## src/rtl/two_fsk_pkg.sv

```systemverilog
// rtl/two_fsk_pkg.sv - shared 2-FSK tone/state types, default timing constants and period classifier
package two_fsk_pkg;

   typedef enum logic [1:0] {
      TONE0    = 2'd0,
      TONE1    = 2'd1,
      TONE_INV = 2'd2
   } tone_e;

   typedef enum logic [1:0] {
      IDLE = 2'd0,
      ACQ  = 2'd1,
      LOCK = 2'd2
   } state_e;

   localparam int DEF_F1_PERIOD = 8;
   localparam int DEF_F2_PERIOD = 4;
   localparam int DEF_TOL       = 1;
   localparam int DEF_SYM_LEN   = 32;
   localparam int DEF_LOCK_N    = 2;
   localparam int DEF_MAX_PER   = 31;
   localparam int DEF_PER_W     = 6;

   // Tone 1 is tested first; the legal parameter range keeps the two windows disjoint.
   function automatic tone_e classify(input int p, input int f1, input int f2, input int tol);
      int d1;
      int d2;
      d1 = (p > f1) ? (p - f1) : (f1 - p);
      d2 = (p > f2) ? (p - f2) : (f2 - p);
      if (d1 <= tol) begin
         return TONE1;
      end
      if (d2 <= tol) begin
         return TONE0;
      end
      return TONE_INV;
   endfunction

endpackage

```

## src/rtl/two_fsk_demod_if.sv

```systemverilog
// rtl/two_fsk_demod_if.sv - FSK line input and decided-bit outputs of the demodulator
interface two_fsk_demod_if;
   logic       din;
   logic       bit_out;
   logic       bit_valid;
   logic       carrier_ok;
   logic [7:0] err_cnt;

   modport master (output din, input bit_out, bit_valid, carrier_ok, err_cnt);
   modport slave  (input din, output bit_out, bit_valid, carrier_ok, err_cnt);
endinterface

```

## src/rtl/fsk_period_meter.sv

```systemverilog
// rtl/fsk_period_meter.sv - synchronizer, rising-edge period counter, timeout and tone classifier
module fsk_period_meter
   import two_fsk_pkg::*;
#(
   parameter int F1_PERIOD = DEF_F1_PERIOD,
   parameter int F2_PERIOD = DEF_F2_PERIOD,
   parameter int TOL       = DEF_TOL,
   parameter int MAX_PER   = DEF_MAX_PER,
   parameter int PER_W     = DEF_PER_W
)
(
   input  logic  clk,
   input  logic  reset,
   input  logic  i_din,
   output logic  o_rise,
   output logic  o_class_valid,
   output tone_e o_class,
   output logic  o_timeout
);

   localparam logic [PER_W-1:0] MAX_CNT = PER_W'(MAX_PER);

   logic             r_s1;
   logic             r_s2;
   logic             r_s3;
   logic [PER_W-1:0] r_per_cnt;
   logic             r_have_edge;
   logic             w_rise;
   logic             w_timeout;

   assign w_rise    = r_s2 & ~r_s3;
   assign w_timeout = (r_per_cnt == MAX_CNT) & ~w_rise;

   always_ff @(posedge clk) begin
      if (reset) begin
         r_s1        <= 1'b0;
         r_s2        <= 1'b0;
         r_s3        <= 1'b0;
         r_per_cnt   <= '0;
         r_have_edge <= 1'b0;
      end else begin
         r_s1 <= i_din;
         r_s2 <= r_s1;
         r_s3 <= r_s2;
         // Counter parks at MAX_CNT after a timeout until the carrier returns.
         if (w_rise) begin
            r_per_cnt   <= '0;
            r_have_edge <= 1'b1;
         end else if (w_timeout) begin
            r_have_edge <= 1'b0;
         end else begin
            r_per_cnt <= r_per_cnt + 1'b1;
         end
      end
   end

   assign o_rise        = w_rise;
   assign o_class_valid = w_rise & r_have_edge;
   assign o_class       = classify(int'(r_per_cnt) + 1, F1_PERIOD, F2_PERIOD, TOL);
   assign o_timeout     = w_timeout;

endmodule

```

## src/rtl/two_fsk_demod.sv

```systemverilog
// rtl/two_fsk_demod.sv - 2-FSK demodulator top: lock FSM, symbol timing and error counter
module two_fsk_demod
   import two_fsk_pkg::*;
#(
   parameter int F1_PERIOD = DEF_F1_PERIOD,
   parameter int F2_PERIOD = DEF_F2_PERIOD,
   parameter int TOL       = DEF_TOL,
   parameter int SYM_LEN   = DEF_SYM_LEN,
   parameter int LOCK_N    = DEF_LOCK_N,
   parameter int MAX_PER   = DEF_MAX_PER,
   parameter int PER_W     = DEF_PER_W
)
(
   input  logic           clk,
   input  logic           reset,
   two_fsk_demod_if.slave bus
);

   localparam int SYM_W  = $clog2(SYM_LEN);
   localparam int LOCK_W = $clog2(LOCK_N + 1);
   localparam logic [SYM_W-1:0]  SYM_LAST = SYM_W'(SYM_LEN - 1);
   localparam logic [SYM_W-1:0]  SYM_PRE  = SYM_W'(SYM_LEN / 2 - 1);
   localparam logic [LOCK_W-1:0] LOCK_PRE = LOCK_W'(LOCK_N - 1);

   logic              w_rise;
   logic              w_class_valid;
   tone_e             w_class;
   logic              w_timeout;

   state_e            r_state;
   tone_e             r_cur_tone;
   logic [LOCK_W-1:0] r_lock_cnt;
   logic [SYM_W-1:0]  r_sym_cnt;
   logic [7:0]        r_err_cnt;
   logic              r_bit_out;
   logic              r_bit_valid;
   logic              r_carrier_ok;

   fsk_period_meter #(
      .F1_PERIOD (F1_PERIOD),
      .F2_PERIOD (F2_PERIOD),
      .TOL       (TOL),
      .MAX_PER   (MAX_PER),
      .PER_W     (PER_W)
   ) u_meter (
      .clk           (clk),
      .reset         (reset),
      .i_din         (bus.din),
      .o_rise        (w_rise),
      .o_class_valid (w_class_valid),
      .o_class       (w_class),
      .o_timeout     (w_timeout)
   );

   always_ff @(posedge clk) begin
      if (reset) begin
         r_state      <= IDLE;
         r_cur_tone   <= TONE0;
         r_lock_cnt   <= '0;
         r_sym_cnt    <= '0;
         r_err_cnt    <= '0;
         r_bit_out    <= 1'b0;
         r_bit_valid  <= 1'b0;
         r_carrier_ok <= 1'b0;
      end else begin
         r_bit_valid <= 1'b0;
         if (w_timeout) begin
            r_state      <= IDLE;
            r_carrier_ok <= 1'b0;
         end else begin
            case (r_state)
               IDLE: begin
                  if (w_rise) begin
                     r_state    <= ACQ;
                     r_lock_cnt <= '0;
                  end
               end
               ACQ: begin
                  if (w_class_valid) begin
                     if (w_class == TONE_INV) begin
                        r_lock_cnt <= '0;
                     end else if (r_lock_cnt == LOCK_PRE) begin
                        r_state      <= LOCK;
                        r_carrier_ok <= 1'b1;
                        r_cur_tone   <= w_class;
                        r_sym_cnt    <= '0;
                        r_lock_cnt   <= '0;
                     end else begin
                        r_lock_cnt <= r_lock_cnt + 1'b1;
                     end
                  end
               end
               LOCK: begin
                  if (w_class_valid && (w_class == TONE_INV)) begin
                     r_state      <= ACQ;
                     r_carrier_ok <= 1'b0;
                     r_lock_cnt   <= '0;
                     if (r_err_cnt != 8'hFF) begin
                        r_err_cnt <= r_err_cnt + 1'b1;
                     end
                  end else if (w_class_valid && (w_class != r_cur_tone)) begin
                     // Tone change marks a symbol boundary; it overrides any strobe due now.
                     r_cur_tone <= w_class;
                     r_sym_cnt  <= '0;
                  end else begin
                     r_sym_cnt <= (r_sym_cnt == SYM_LAST) ? '0 : r_sym_cnt + 1'b1;
                     // Strobe is registered so it is visible while sym_cnt sits at mid-symbol.
                     if (r_sym_cnt == SYM_PRE) begin
                        r_bit_valid <= 1'b1;
                        r_bit_out   <= (r_cur_tone == TONE1);
                     end
                  end
               end
               default: begin
                  r_state      <= IDLE;
                  r_carrier_ok <= 1'b0;
               end
            endcase
         end
      end
   end

   assign bus.bit_out    = r_bit_out;
   assign bus.bit_valid  = r_bit_valid;
   assign bus.carrier_ok = r_carrier_ok;
   assign bus.err_cnt    = r_err_cnt;

endmodule
```

## src/flat_wrapper.sv

```systemverilog
// flat-port wrapper written by rule: the top's interface ports become plain ports
module two_fsk_demod_flat import two_fsk_pkg::*;
#(
   parameter int F1_PERIOD = DEF_F1_PERIOD,
   parameter int F2_PERIOD = DEF_F2_PERIOD,
   parameter int TOL       = DEF_TOL,
   parameter int SYM_LEN   = DEF_SYM_LEN,
   parameter int LOCK_N    = DEF_LOCK_N,
   parameter int MAX_PER   = DEF_MAX_PER,
   parameter int PER_W     = DEF_PER_W
)
  (clk, reset, bus_din, bus_bit_out, bus_bit_valid, bus_carrier_ok, bus_err_cnt);
  two_fsk_demod_if bus_i ();
  input  logic clk;
  input  logic reset;
  input wire logic [$bits(bus_i.din)-1:0] bus_din;
  output wire logic [$bits(bus_i.bit_out)-1:0] bus_bit_out;
  output wire logic [$bits(bus_i.bit_valid)-1:0] bus_bit_valid;
  output wire logic [$bits(bus_i.carrier_ok)-1:0] bus_carrier_ok;
  output wire logic [$bits(bus_i.err_cnt)-1:0] bus_err_cnt;
  assign bus_i.din = bus_din;
  assign bus_bit_out = bus_i.bit_out;
  assign bus_bit_valid = bus_i.bit_valid;
  assign bus_carrier_ok = bus_i.carrier_ok;
  assign bus_err_cnt = bus_i.err_cnt;
  two_fsk_demod #(.F1_PERIOD(F1_PERIOD), .F2_PERIOD(F2_PERIOD), .TOL(TOL), .SYM_LEN(SYM_LEN), .LOCK_N(LOCK_N), .MAX_PER(MAX_PER), .PER_W(PER_W)) u_core (.clk(clk), .reset(reset), .bus(bus_i));
endmodule
```

## config.mk

```make
export PLATFORM = sky130hd
export DESIGN_NAME = two_fsk_demod_flat
export DESIGN_NICKNAME = d
export VERILOG_FILES = /design/src/rtl/two_fsk_pkg.sv /design/src/rtl/two_fsk_demod_if.sv /design/src/rtl/fsk_period_meter.sv /design/src/rtl/two_fsk_demod.sv /design/src/flat_wrapper.sv
export SDC_FILE = /design/constraint.sdc
export NUM_CORES = 1
export LEC_CHECK = 0
export CORE_UTILIZATION = 35
export CTS_CLUSTER_SIZE = 8
export DETAILED_ROUTE_END_ITERATION = 10
export PLACE_DENSITY = 0.51
export RECOVER_POWER = 25
export SYNTH_ARGS = -nofsm -noshare
export SYNTH_HDL_FRONTEND = slang
export SYNTH_HIERARCHICAL = 1
export SYNTH_SLANG_ARGS = --single-unit
export TNS_END_PERCENT = 5
```

## constraint.sdc

```tcl
create_clock -name clk -period 10 [get_ports clk]
set_input_delay 2.5 -clock clk [delete_from_list [all_inputs] [get_ports clk]]
set_output_delay 2.5 -clock clk [all_outputs]
set_load 0.05 [all_outputs]
```

# Yosys cells after proc, flatten, opt, wreduce, memory -nomap -nowiden

Cells that the tools add are included.

Input port bits: 3
Output and inout port bits: 11
Logic and storage cells: 111
Register bits: 32

Reduce and logical (&&, ||, !) cells: 16
Multiplexer cells: 42
Bitwise operators: 10
$lt $le $gt $ge: 4
Equal/unequal tests: 17
Add/sub/neg operators: 9

Operators by type and width:

| cell                                                                    | count |
|---|---|
| 32-bit by 2-bit <= comparator with 1-bit output, second input constant  | 2 |
| 32-bit 2-to-1 mux                                                       | 2 |
| 2-bit 2-to-1 mux                                                        | 19 |
| 5-bit 2-to-1 mux                                                        | 6 |
| 5-bit AND reduction                                                     | 4 |
| 2-bit one-hot mux with 3 select lines                                   | 2 |
| 1-bit 2-to-1 mux                                                        | 10 |
| 5-bit one-hot mux with 2 select lines                                   | 1 |
| 8-bit by 1-bit adder with 8-bit output, second input constant           | 1 |
| 2-bit by 1-bit inequality test with 1-bit output, second input constant | 4 |
| 8-bit inequality test, second input constant                            | 1 |
| 3-bit by 7-bit subtractor with 8-bit output, first input constant       | 1 |
| 4-bit by 7-bit subtractor with 8-bit output, first input constant       | 1 |
| 7-bit by 3-bit subtractor with 8-bit output, second input constant      | 1 |
| 7-bit by 4-bit subtractor with 8-bit output, second input constant      | 1 |
| 6-bit by 1-bit adder with 7-bit output, second input constant           | 1 |
| 7-bit by 3-bit > comparator with 1-bit output, second input constant    | 1 |
| 7-bit by 4-bit > comparator with 1-bit output, second input constant    | 1 |
| 1-bit NOT                                                               | 7 |
| 7-bit AND reduction                                                     | 1 |
| 6-bit by 1-bit adder with 6-bit output, second input constant           | 1 |
| 2-bit by 1-bit == test with 1-bit output, second input constant         | 3 |
| 6-bit by 5-bit == test with 1-bit output, second input constant         | 1 |
| 2-bit inequality test, second input constant                            | 3 |
| other kinds (17)                                                        | 23 |

# Logic depth before layout (Yosys ltp)

Gate-level depths: netlist of the first run.

Depth in word-level cells: 13
Depth in mapped cells: 17
Depth with buffers taken out: 16

# Cells and area by module

Netlist of the first run, hierarchy kept.

By module, submodules not included:

| module           | area each (um2) | instances | cells an instance | seq. area each (um2) |
|---|---|---|---|---|
| two_fsk_demod    | 1358.8          | 1         | 145               | 440.4 |
| fsk_period_meter | 1101.1          | 1         | 128               | 200.2 |

# Worst setup path before layout of the first run

Ideal clock, no wire load.

Path kind: reg2reg
Start point: register u_core.u_meter.r_per_cnt[0]
End point: register u_core.r_err_cnt[4] (netlist: u_core/bus.err_cnt[4])
Data arrival time: 3526 ps
Required time: 9877 ps
Path buffers: 1
Setup slack: 6350 ps
Clock period less this slack: 3650 ps
Setup time: 123 ps
Cell stages (with the launch flop): 18
Cells stage by stage: dfxtp_1 > ha_1 > nand2b_1 > and2_1 > buf_6 > ha_1 > inv_1 > o21a_1 > nor2_1 > ha_1 > nor2b_1 > nand4b_1 > a32oi_1 > a211oi_1 > nand4b_4 > a211oi_4 > nand4_1 > mux2_1

Cells in the longest elaborated chain, start to end: 11
Elaborated cells between the ends (all ways): 23
Those cells by class: add/sub (5); order compare (4); eq/ne (2); mux (8); bitwise (2); reduce/logical (2)

RTL lines:

| element                                                             | RTL line               | source |
|---|---|---|
| start, declared                                                     | fsk_period_meter.sv:26 | `logic [PER_W-1:0] r_per_cnt;` |
| start signal, assigned                                              | fsk_period_meter.sv:52 | `r_per_cnt <= r_per_cnt + 1'b1;` |
| 6-bit by 1-bit adder with 7-bit output *                            | fsk_period_meter.sv:59 | `assign o_class = classify(int'(r_per_cnt) + 1, F1_PERIOD, F2_PERIOD, TOL);` |
| 3-bit by 7-bit subtractor with 8-bit output (tied with other cells) | two_fsk_pkg.sv:29      | `d2 = (p > f2) ? (p - f2) : (f2 - p);` |
| 32-bit 2-to-1 mux                                                   | two_fsk_pkg.sv:29      |  |
| 32-bit by 2-bit <= comparator with 1-bit output                     | two_fsk_pkg.sv:33      | `if (d2 <= tol) begin` |
| 1-bit 2-to-1 mux (2 in series)                                      | two_fsk_pkg.sv:33      |  |
| 2-bit 2-to-1 mux                                                    | two_fsk_pkg.sv:36      | `return TONE_INV;` |
| 2-bit 2-to-1 mux *                                                  | two_fsk_pkg.sv:33      |  |
| named net u_core.w_class[1]                                         | two_fsk_demod.sv:27    | `tone_e w_class;` |
| 2-bit == test *                                                     | two_fsk_demod.sv:94    | `if (w_class_valid && (w_class == TONE_INV)) begin` |
| 1-bit logical AND *                                                 | two_fsk_demod.sv:94    |  |
| 4-bit AND reduction (no source line) *                              | --                     |  |
| end signal, assigned                                                | two_fsk_demod.sv:99    | `r_err_cnt <= r_err_cnt + 1'b1;` |
| end, declared                                                       | two_fsk_demod.sv:34    | `logic [7:0] r_err_cnt;` |

The timed path passes the listed nets; every way through them passes the cells marked *. The select of a mux whose other input is x is not followed.
A chain may end at the register's enable or synchronous reset.

# Worst setup path after layout of the first run

Start point: register u_core.u_meter.r_per_cnt[0]
End point: register u_core.r_err_cnt[6] (netlist: u_core/bus.err_cnt[6])

The elaborated chain is that of the path after synthesis.

==> run summary, run 1 <==
Status -> complete, no violations
DPL Wire Length -> 3610 µm
Final nets -> 295
Final min period -> 4.62 ns
DP Worst Slack -> 5.40 ns
CP Cell Sequence -> ha_1 -> nand2b_1 -> and2_1 -> ha_1 -> inv_1 -> o21a_1 -> nor3_2 -> or4_1 -> a32oi_1 -> a211oi_1 -> nand4b_4 -> a211oi_4 -> nand4_1 -> mux2_1
Crit-path max FO -> 15
Worst Max-Slew Pin Slew -> 1.36 ns
CTS sink count -> 32
Synth cell types -> 80
DRT iter0 DRCs -> 132
Crit path from -> u_core/u_meter/r_per_cnt[0]$_SDFFE_PP0N_
Vias in the first global route -> 1828
Initial DRT Pass Iterations -> 4
Mapped cell area -> 2460 µm²
Cells after synthesis -> 273
Initial antenna violation count -> 0
Clk slew on worst S/H paths -> 0.08 ns
M1 GR Usage -> 20.5%
#FFs+latches synth -> 32
Final Hold Vio Count -> 0
WS Path Type -> register to register
Clock latency on the worst-skew pair -> 0.28 ns
RR Endpoint -> u_core/bus.err_cnt[6]$_SDFFE_PP0P_
Final setup vio count -> 0
Crit end category -> register
Residual DRC -> 0
First-pass GRT wire length -> 8650 µm
Reg2reg path depth -> 14
PwrDens -> 128 nW/µm²
Most used flip-flop cell after synthesis -> dfxtp_1
DRT Wirelength -> 4950 µm
CTS Root Cell -> clkbuf_8
Core Box Area -> 6790 µm²
Fin Clk Skew -> 0.0107 ns
Top post-synthesis cells by count -> 32 x dfxtp_1, 19 x nor2_1, 14 x a21oi_1, 14 x ha_1, 13 x nor2b_1
Gr usage total -> 14.6%
Net count after synthesis -> 290
Area Overhead vs Synth -> 8.65%
Required @ worst endpoint -> 10.17 ns
Met2 global-route usage -> 22.6%
Buffers on Ports -> 13
Antenna diodes -> 0
Number of flops mapped to enable cells by yosys -> 0
Power Total -> 343 µW
Met3 Use GR -> 3.18%
Avg Inst Size Synth -> 9.01 µm²
CTS tree -> yes
Final GP Congestion -> 0.830
Tcrit/Tclk final -> 46.2%
Critical Path Sink -> u_core/bus.err_cnt[6]$_SDFFE_PP0P_
LEAKAGE -> 0.987 nW
Async SR Flop Fraction -> 0%
Crit-path max cell delay -> 0.69 ns
Synth warnings -> 6
H-tree depth -> 2
Most numerous cell in the Yosys netlist -> dfxtp_1
Slew HR -> 9.04%
Area of the die -> 7370 µm²
Io pins -> 14
RSZ-0062 raised after global routing -> no
Worst r2r src -> u_core/u_meter/r_per_cnt[0]$_SDFFE_PP0N_
Total CTS buffers -> 5
Post-route ant nets -> 0
Most Crowded Layer GR -> met2
Sequential fraction of the synthesis area -> 26.0%
Reg2Reg Setup Slack -> 5.38 ns
CTS Buffer Depth -> 2
Worst hold path type -> register to register
Cts hold-fix bufs -> 0
Post-synth top area cell -> dfxtp_1
Placed cell count -> 367
Max Cap Viol -> 0
Chip width -> 85.8 µm
Die Span Y -> 85.8 µm
Crit path DAT -> 4.79 ns
Cell Rows -> 30
WL/cell -> 13.2 µm
Slowest-stage cell, CP -> a211oi_1
PnR worst setup slack -> 5.38 ns
Final std cells w/o fill -> 375
Post-CTS resize count -> 0
# fillers -> 689
Most frequent CP cell -> ha_1
Initial core utilization -> 36.2%
Synth area leaders -> dfxtp_1 26%, ha_1 7.1%, mux2i_1 3.7%, nor2b_1 3.3%, nor2_1 2.9%
Post-route cell area -> 2670 µm²
Via count -> 1955
DP Area -> 2590 µm²
FMAX -> 217 MHz
VDD IR max -> 58.8 µV
Critical Path Source Type -> register
Postcts setup bufs -> 0
Grt ovf -> 0
Largest net degree at the start of global routing -> 36
Top-area cell type share of the netlist area -> 26.0%
Final Max Tran Viols -> 0
Setup TNS -> 0 ns
Vias/cell -> 5.21
Share of layout cells above drive strength 1 -> 12.5%
==> final cells by class <==
| type | instances | area (µm²) | area share, % |
|---|---|---|---|
| clock buffers | 5 | 68.8 | 2.57 |
| clock inverters | 3 | 18.8 | 0.702 |
| inverters | 13 | 48.8 | 1.83 |
| multi-input cells | 212 | 1640 | 61.4 |
| flip-flops and latches | 32 | 641 | 24.0 |
| well taps | 96 | 120 | 4.49 |
| repair buffers | 14 | 134 | 5.01 |
==> report_power, final <==
group	leakage, nW	internal [mW]	switching [mW]	total (mW)
clock	0.0479	0.0485	0.0521	0.101
combinational	0.679	0.0414	0.0599	0.101
sequential	0.259	0.134	0.00784	0.141
==> metal layers <==
metal  part of all wire, %  wire (µm)
met5                     0          0
met2                    44       2170
met1                    53       2620
met3                   2.6        131
met4                  0.63         31
==> layout by cell type (no fill, tap or decap), types with 5 or more instances in the layout <==
| cell type | netlist | routed |
|---|---|---|
| o21ai_0 | 9 | 9 |
| inv_1 | 12 | 12 |
| nor4_1 | 6 | 6 |
| a21oi_1 | 14 | 14 |
| nor2b_1 | 13 | 13 |
| nand4_1 | 10 | 10 |
| ha_1 | 14 | 14 |
| clkdlybuf4s50_1 | 0 | 12 |
| nand2b_1 | 10 | 10 |
| mux2i_1 | 9 | 9 |
| nor3_1 | 5 | 5 |
| clkbuf_8 | 0 | 5 |
| xnor2_1 | 6 | 6 |
| dfxtp_1 | 32 | 32 |
| nor2_1 | 19 | 19 |
| nand2_1 | 8 | 8 |
==> metrics by stage <==
stage	util (%)	hold WS, ns
after CTS	39.4	0.437
final	39.3	0.436
after global routing	39.3	0.446
after global placement	38.1	0.420
after detailed placement	38.1	0.420
after floorplan	-	0.414
==> how the worst min path moves through the flow <==
stage | startpoint | to | slack (ns) | cells after the start
after floorplan | u_core/u_meter/r_s1$_SDFF_PP0_ | u_core/u_meter/r_s2$_SDFF_PP0_ | 0.41 | 1
after global placement | u_core/u_meter/r_s1$_SDFF_PP0_ | u_core/u_meter/r_s2$_SDFF_PP0_ | 0.42 | 1
after detailed placement | u_core/u_meter/r_s1$_SDFF_PP0_ | u_core/u_meter/r_s2$_SDFF_PP0_ | 0.42 | 1
after CTS | u_core/u_meter/r_s1$_SDFF_PP0_ | u_core/u_meter/r_s2$_SDFF_PP0_ | 0.44 | 1
after global routing | u_core/u_meter/r_s1$_SDFF_PP0_ | u_core/u_meter/r_s2$_SDFF_PP0_ | 0.45 | 1
final | u_core/u_meter/r_s1$_SDFF_PP0_ | u_core/u_meter/r_s2$_SDFF_PP0_ | 0.44 | 1
==> kinds of logic after synthesis <==
| family | Yosys count | share of synthesized area, % |
|---|---|---|
| simple gates | 114 | 30.0 |
| compound gates | 60 | 19.2 |
| flops | 32 | 26.0 |
| buf+inv | 29 | 7.22 |
| fa+ha+maj | 14 | 7.12 |
| xor+xnor | 12 | 5.34 |
| mux | 12 | 5.04 |
==> registers in the layout, indices dropped and copies added (netlist names), 2 cells and up <==
signal and flops:
u_core/bus.err_cnt 8, u_core/r_cur_tone 2, u_core/r_lock_cnt 2, u_core/r_state 2, u_core/r_sym_cnt 5, u_core/u_meter/r_per_cnt 6
==> critical path, delay by kind of cell (launching register included) <==
| family | cells | cell delay, ns |
|---|---|---|
| AND/OR/NAND/NOR | 6 | 1.41 |
| AO/OA/AOI/OAI | 4 | 1.28 |
| adder cells (fa/ha/maj) | 2 | 0.81 |
| flip-flops | 1 | 0.61 |
| multiplexers | 1 | 0.32 |
| buffers and inverters | 1 | 0.07 |
Note: power is estimated with default switching activity, not from simulation.
==> run 2, diff against run 1 <==
Settings changed: PLACE_DENSITY 0.51 to 0.52.
Clock period 10 ns to 4 ns, I/O delays scaled along.
==> run 2 against run 1 <==
Non-clock buffer count is 14 higher. Total power grew to 2.6 times the previous value. Maximum frequency is 24% higher. Global-route usage is 0.31 points higher. Via count is 2.7% higher. Flip-flop and latch count stayed put. Hold slack better by 0.014 ns. Clock-buffer cell count stayed put. Register-to-register slack worse by 5.1 ns. Sequential power is 150% higher. Largest power group unchanged. Highest routed layer unchanged.
==> run summary, run 2 (same netlist as run 1, synthesis figures left out) <==
Met2 global-route usage -> 23.6% (was 22.6%)
Residual DRC -> 0 (unchanged)
Total CTS buffers -> 5 (unchanged)
Via count -> 2008 (was 1955)
Worst r2r src -> u_core/u_meter/r_per_cnt[3]$_SDFFE_PP0N_ (was u_core/u_meter/r_per_cnt[0]$_SDFFE_PP0N_)
Most Crowded Layer GR -> met2 (unchanged)
Slew HR -> 39.1% (was 9.04%)
Post-route cell area -> 2790 µm² (was 2670 µm²)
RR Endpoint -> u_core/r_cur_tone[0]$_SDFFE_PP0P_ (was u_core/bus.err_cnt[6]$_SDFFE_PP0P_)
Initial DRT Pass Iterations -> 4 (unchanged)
Die Span Y -> 85.8 µm (unchanged)
Worst Max-Slew Pin Slew -> 0.914 ns (was 1.36 ns)
Crit path from -> u_core/u_meter/r_per_cnt[3]$_SDFFE_PP0N_ (was u_core/u_meter/r_per_cnt[0]$_SDFFE_PP0N_)
Io pins -> 14 (unchanged)
CTS Root Cell -> clkbuf_8 (unchanged)
Max Cap Viol -> 0 (unchanged)
Max reg flops -> 8 (unchanged)
Crit path DAT -> 3.93 ns (was 4.79 ns)
Worst hold path type -> register to register (unchanged)
Cts hold-fix bufs -> 0 (unchanged)
First-pass GRT wire length -> 8900 µm (was 8650 µm)
Clk slew on worst S/H paths -> 0.08 ns (about the same)
DP Area -> 2680 µm² (was 2590 µm²)
Crit end category -> register (unchanged)
Cell Rows -> 30 (unchanged)
Crit-path max FO -> 11 (was 15)
Min Hold Slack -> 0.450 ns (was 0.436 ns)
Antenna diodes -> 0 (unchanged)
Post-route ant nets -> 0 (unchanged)
Multi-input gate area -> 1650 µm² (was 1640 µm²)
FMAX -> 269 MHz (was 217 MHz)
Met3 Use GR -> 2.31% (was 3.18%)
Vias in the first global route -> 1850 (was 1828)
Final Hold Vio Count -> 0 (unchanged)
# fillers -> 718 (was 689)
Hold_sp -> u_core/u_meter/r_s2$_SDFF_PP0_ (was u_core/u_meter/r_s1$_SDFF_PP0_)
Area of the die -> 7370 µm² (unchanged)
Grt ovf -> 0 (unchanged)
M1 GR Usage -> 20.9% (was 20.5%)
Buffers on Ports -> 13 (unchanged)
Largest net degree at the start of global routing -> 25 (was 36)
Share of layout cells above drive strength 1 -> 17.4% (was 12.5%)
DRT Wirelength -> 5160 µm (was 4950 µm)
Vias/cell -> 5.16 (was 5.21)
Final min period -> 3.71 ns (was 4.62 ns)
Reg2Reg Setup Slack -> 0.29 ns (was 5.38 ns)
Final nets -> 309 (was 295)
Status -> complete, no violations (unchanged)
Most frequent cells in the layout -> 32 x dfxtp_1, 19 x nor2_1, 14 x a21oi_1, 14 x buf_4 (was 32 x dfxtp_1, 19 x nor2_1, 14 x a21oi_1, 14 x ha_1, 13 x nor2b_1)
FF+latch area -> 641 µm² (unchanged)
Hold path depth -> 1 (unchanged)
Required @ worst endpoint -> 4.21 ns (was 10.17 ns)
CTS tree -> yes (unchanged)
Final core occ -> 41.0% (was 39.3%)
Final setup vio count -> 0 (unchanged)
Gr usage total -> 14.9% (was 14.6%)
RSZ-0062 raised after global routing -> yes (was no)
DRT iter0 DRCs -> 150 (was 132)
CTS sink count -> 32 (unchanged)
LEAKAGE -> 1.06 nW (was 0.987 nW)
Tcrit/Tclk final -> 92.9% (was 46.2%)
CTS Buffer Depth -> 2 (unchanged)
End of the worst hold path -> u_core/u_meter/r_s3$_SDFF_PP0_ (was u_core/u_meter/r_s2$_SDFF_PP0_)
Chip width -> 85.8 µm (unchanged)
VDD IR max -> 145 µV (was 58.8 µV)
Fin Clk Skew -> 0.00821 ns (was 0.0107 ns)
Critical Path Source Type -> register (unchanged)
PwrDens -> 317 nW/µm² (was 128 nW/µm²)
DPL Wire Length -> 3840 µm (was 3610 µm)
Final Max Tran Viols -> 0 (unchanged)
WS Path Type -> register to register (unchanged)
WL/cell -> 13.3 µm (was 13.2 µm)
Initial core utilization -> 36.2% (unchanged)
H-tree depth -> 2 (unchanged)
Final GP Congestion -> 0.811 (was 0.830)
Core Box Area -> 6790 µm² (unchanged)
Reg2reg path depth -> 14 (unchanged)
Area Overhead vs Synth -> 13.2% (was 8.65%)
Clock latency on the worst-skew pair -> 0.29 ns (was 0.28 ns)
Commonest non-fill, non-tap cell in the layout -> dfxtp_1 (unchanged)
Initial antenna violation count -> 0 (unchanged)
## run 2: cell count changes in the layout (fill, tap and decap cells not counted)
| cell | delta |
|---|---|
| dlygate4sd3_1 | +1 |
| clkdlybuf4s50_1 | -1 |
| a211oi_1 | -1 |
| ha_1 | -1 |
| ha_2 | +1 |
| buf_4 | +14 |
| a211oi_2 | +1 |
## run 2: how the worst max path moves through the flow
stage,end,slack (ns),depth (start not counted)
after floorplan,u_core/bus.err_cnt[4]$_SDFFE_PP0P_,0.35,17
after global placement,u_core/r_cur_tone[0]$_SDFFE_PP0P_,0.22,17
after detailed placement,u_core/r_cur_tone[0]$_SDFFE_PP0P_,0.12,17
after CTS,u_core/r_cur_tone[0]$_SDFFE_PP0P_,0.11,17
after global routing,u_core/r_cur_tone[0]$_SDFFE_PP0P_,-0.007,17
final,u_core/r_cur_tone[0]$_SDFFE_PP0P_,0.29,14
## run 2: worst max-delay path: stages, from the launching register on
cell and delay, ns:
dfxtp_1 0.64, a31oi_1 0.20, a31oi_2 0.27, o22a_1 0.20
nor2_1 0.05, ha_1 0.27, nand2_1 0.04, or4_1 0.39
a32oi_1 0.22, a211oi_2 0.13, buf_4 0.16, nor2b_1 0.16
o31a_2 0.43, a211oi_2 0.27, mux2i_1 0.22
## run 2: area by class of cell
class                           instances  share of cell area, %
Sequential cell                        32                   23.0
Multi-Input combinational cell        212                   59.2
Inverter                               13                   1.75
Clock buffer                            5                   2.47
Tap cell                               96                   4.31
Clock inverter                          3                  0.674
Timing Repair Buffer                   28                   8.58
## run 2: metal layers
layer  up-vias  wire, µm
met5         -         0
met4         0        54
met3         4       107
met2        25      2300
met1       949      2700
li1       1030         -
## run 2: what timing repair did
action	4_1_cts	5_1_grt
gates resized for setup	0	2
setup buffers	0	2
endpoints found under the setup margin	0	16
## run 2: per-stage QoR
stage / setup TNS, ns / cells / total power, mW / setup slack, ns
after detailed placement: 0 / 379 / 0.620 / 0.125
final: 0 / 389 / 0.882 / 0.285
after CTS: 0 / 387 / 0.878 / 0.108
after floorplan: 0 / 273 / 0.568 / 0.350
after global placement: 0 / 379 / 0.621 / 0.224
after global routing: -0.00699 / 389 / 0.942 / -0.00699
## run 2: power breakdown
part / internal, mW / switching [mW] / leakage (nW)
Sequential: 0.334 / 0.0135 / 0.259
Combinational: 0.122 / 0.158 / 0.752
Clock: 0.121 / 0.133 / 0.0479
Total: 0.578 / 0.304 / 1.06
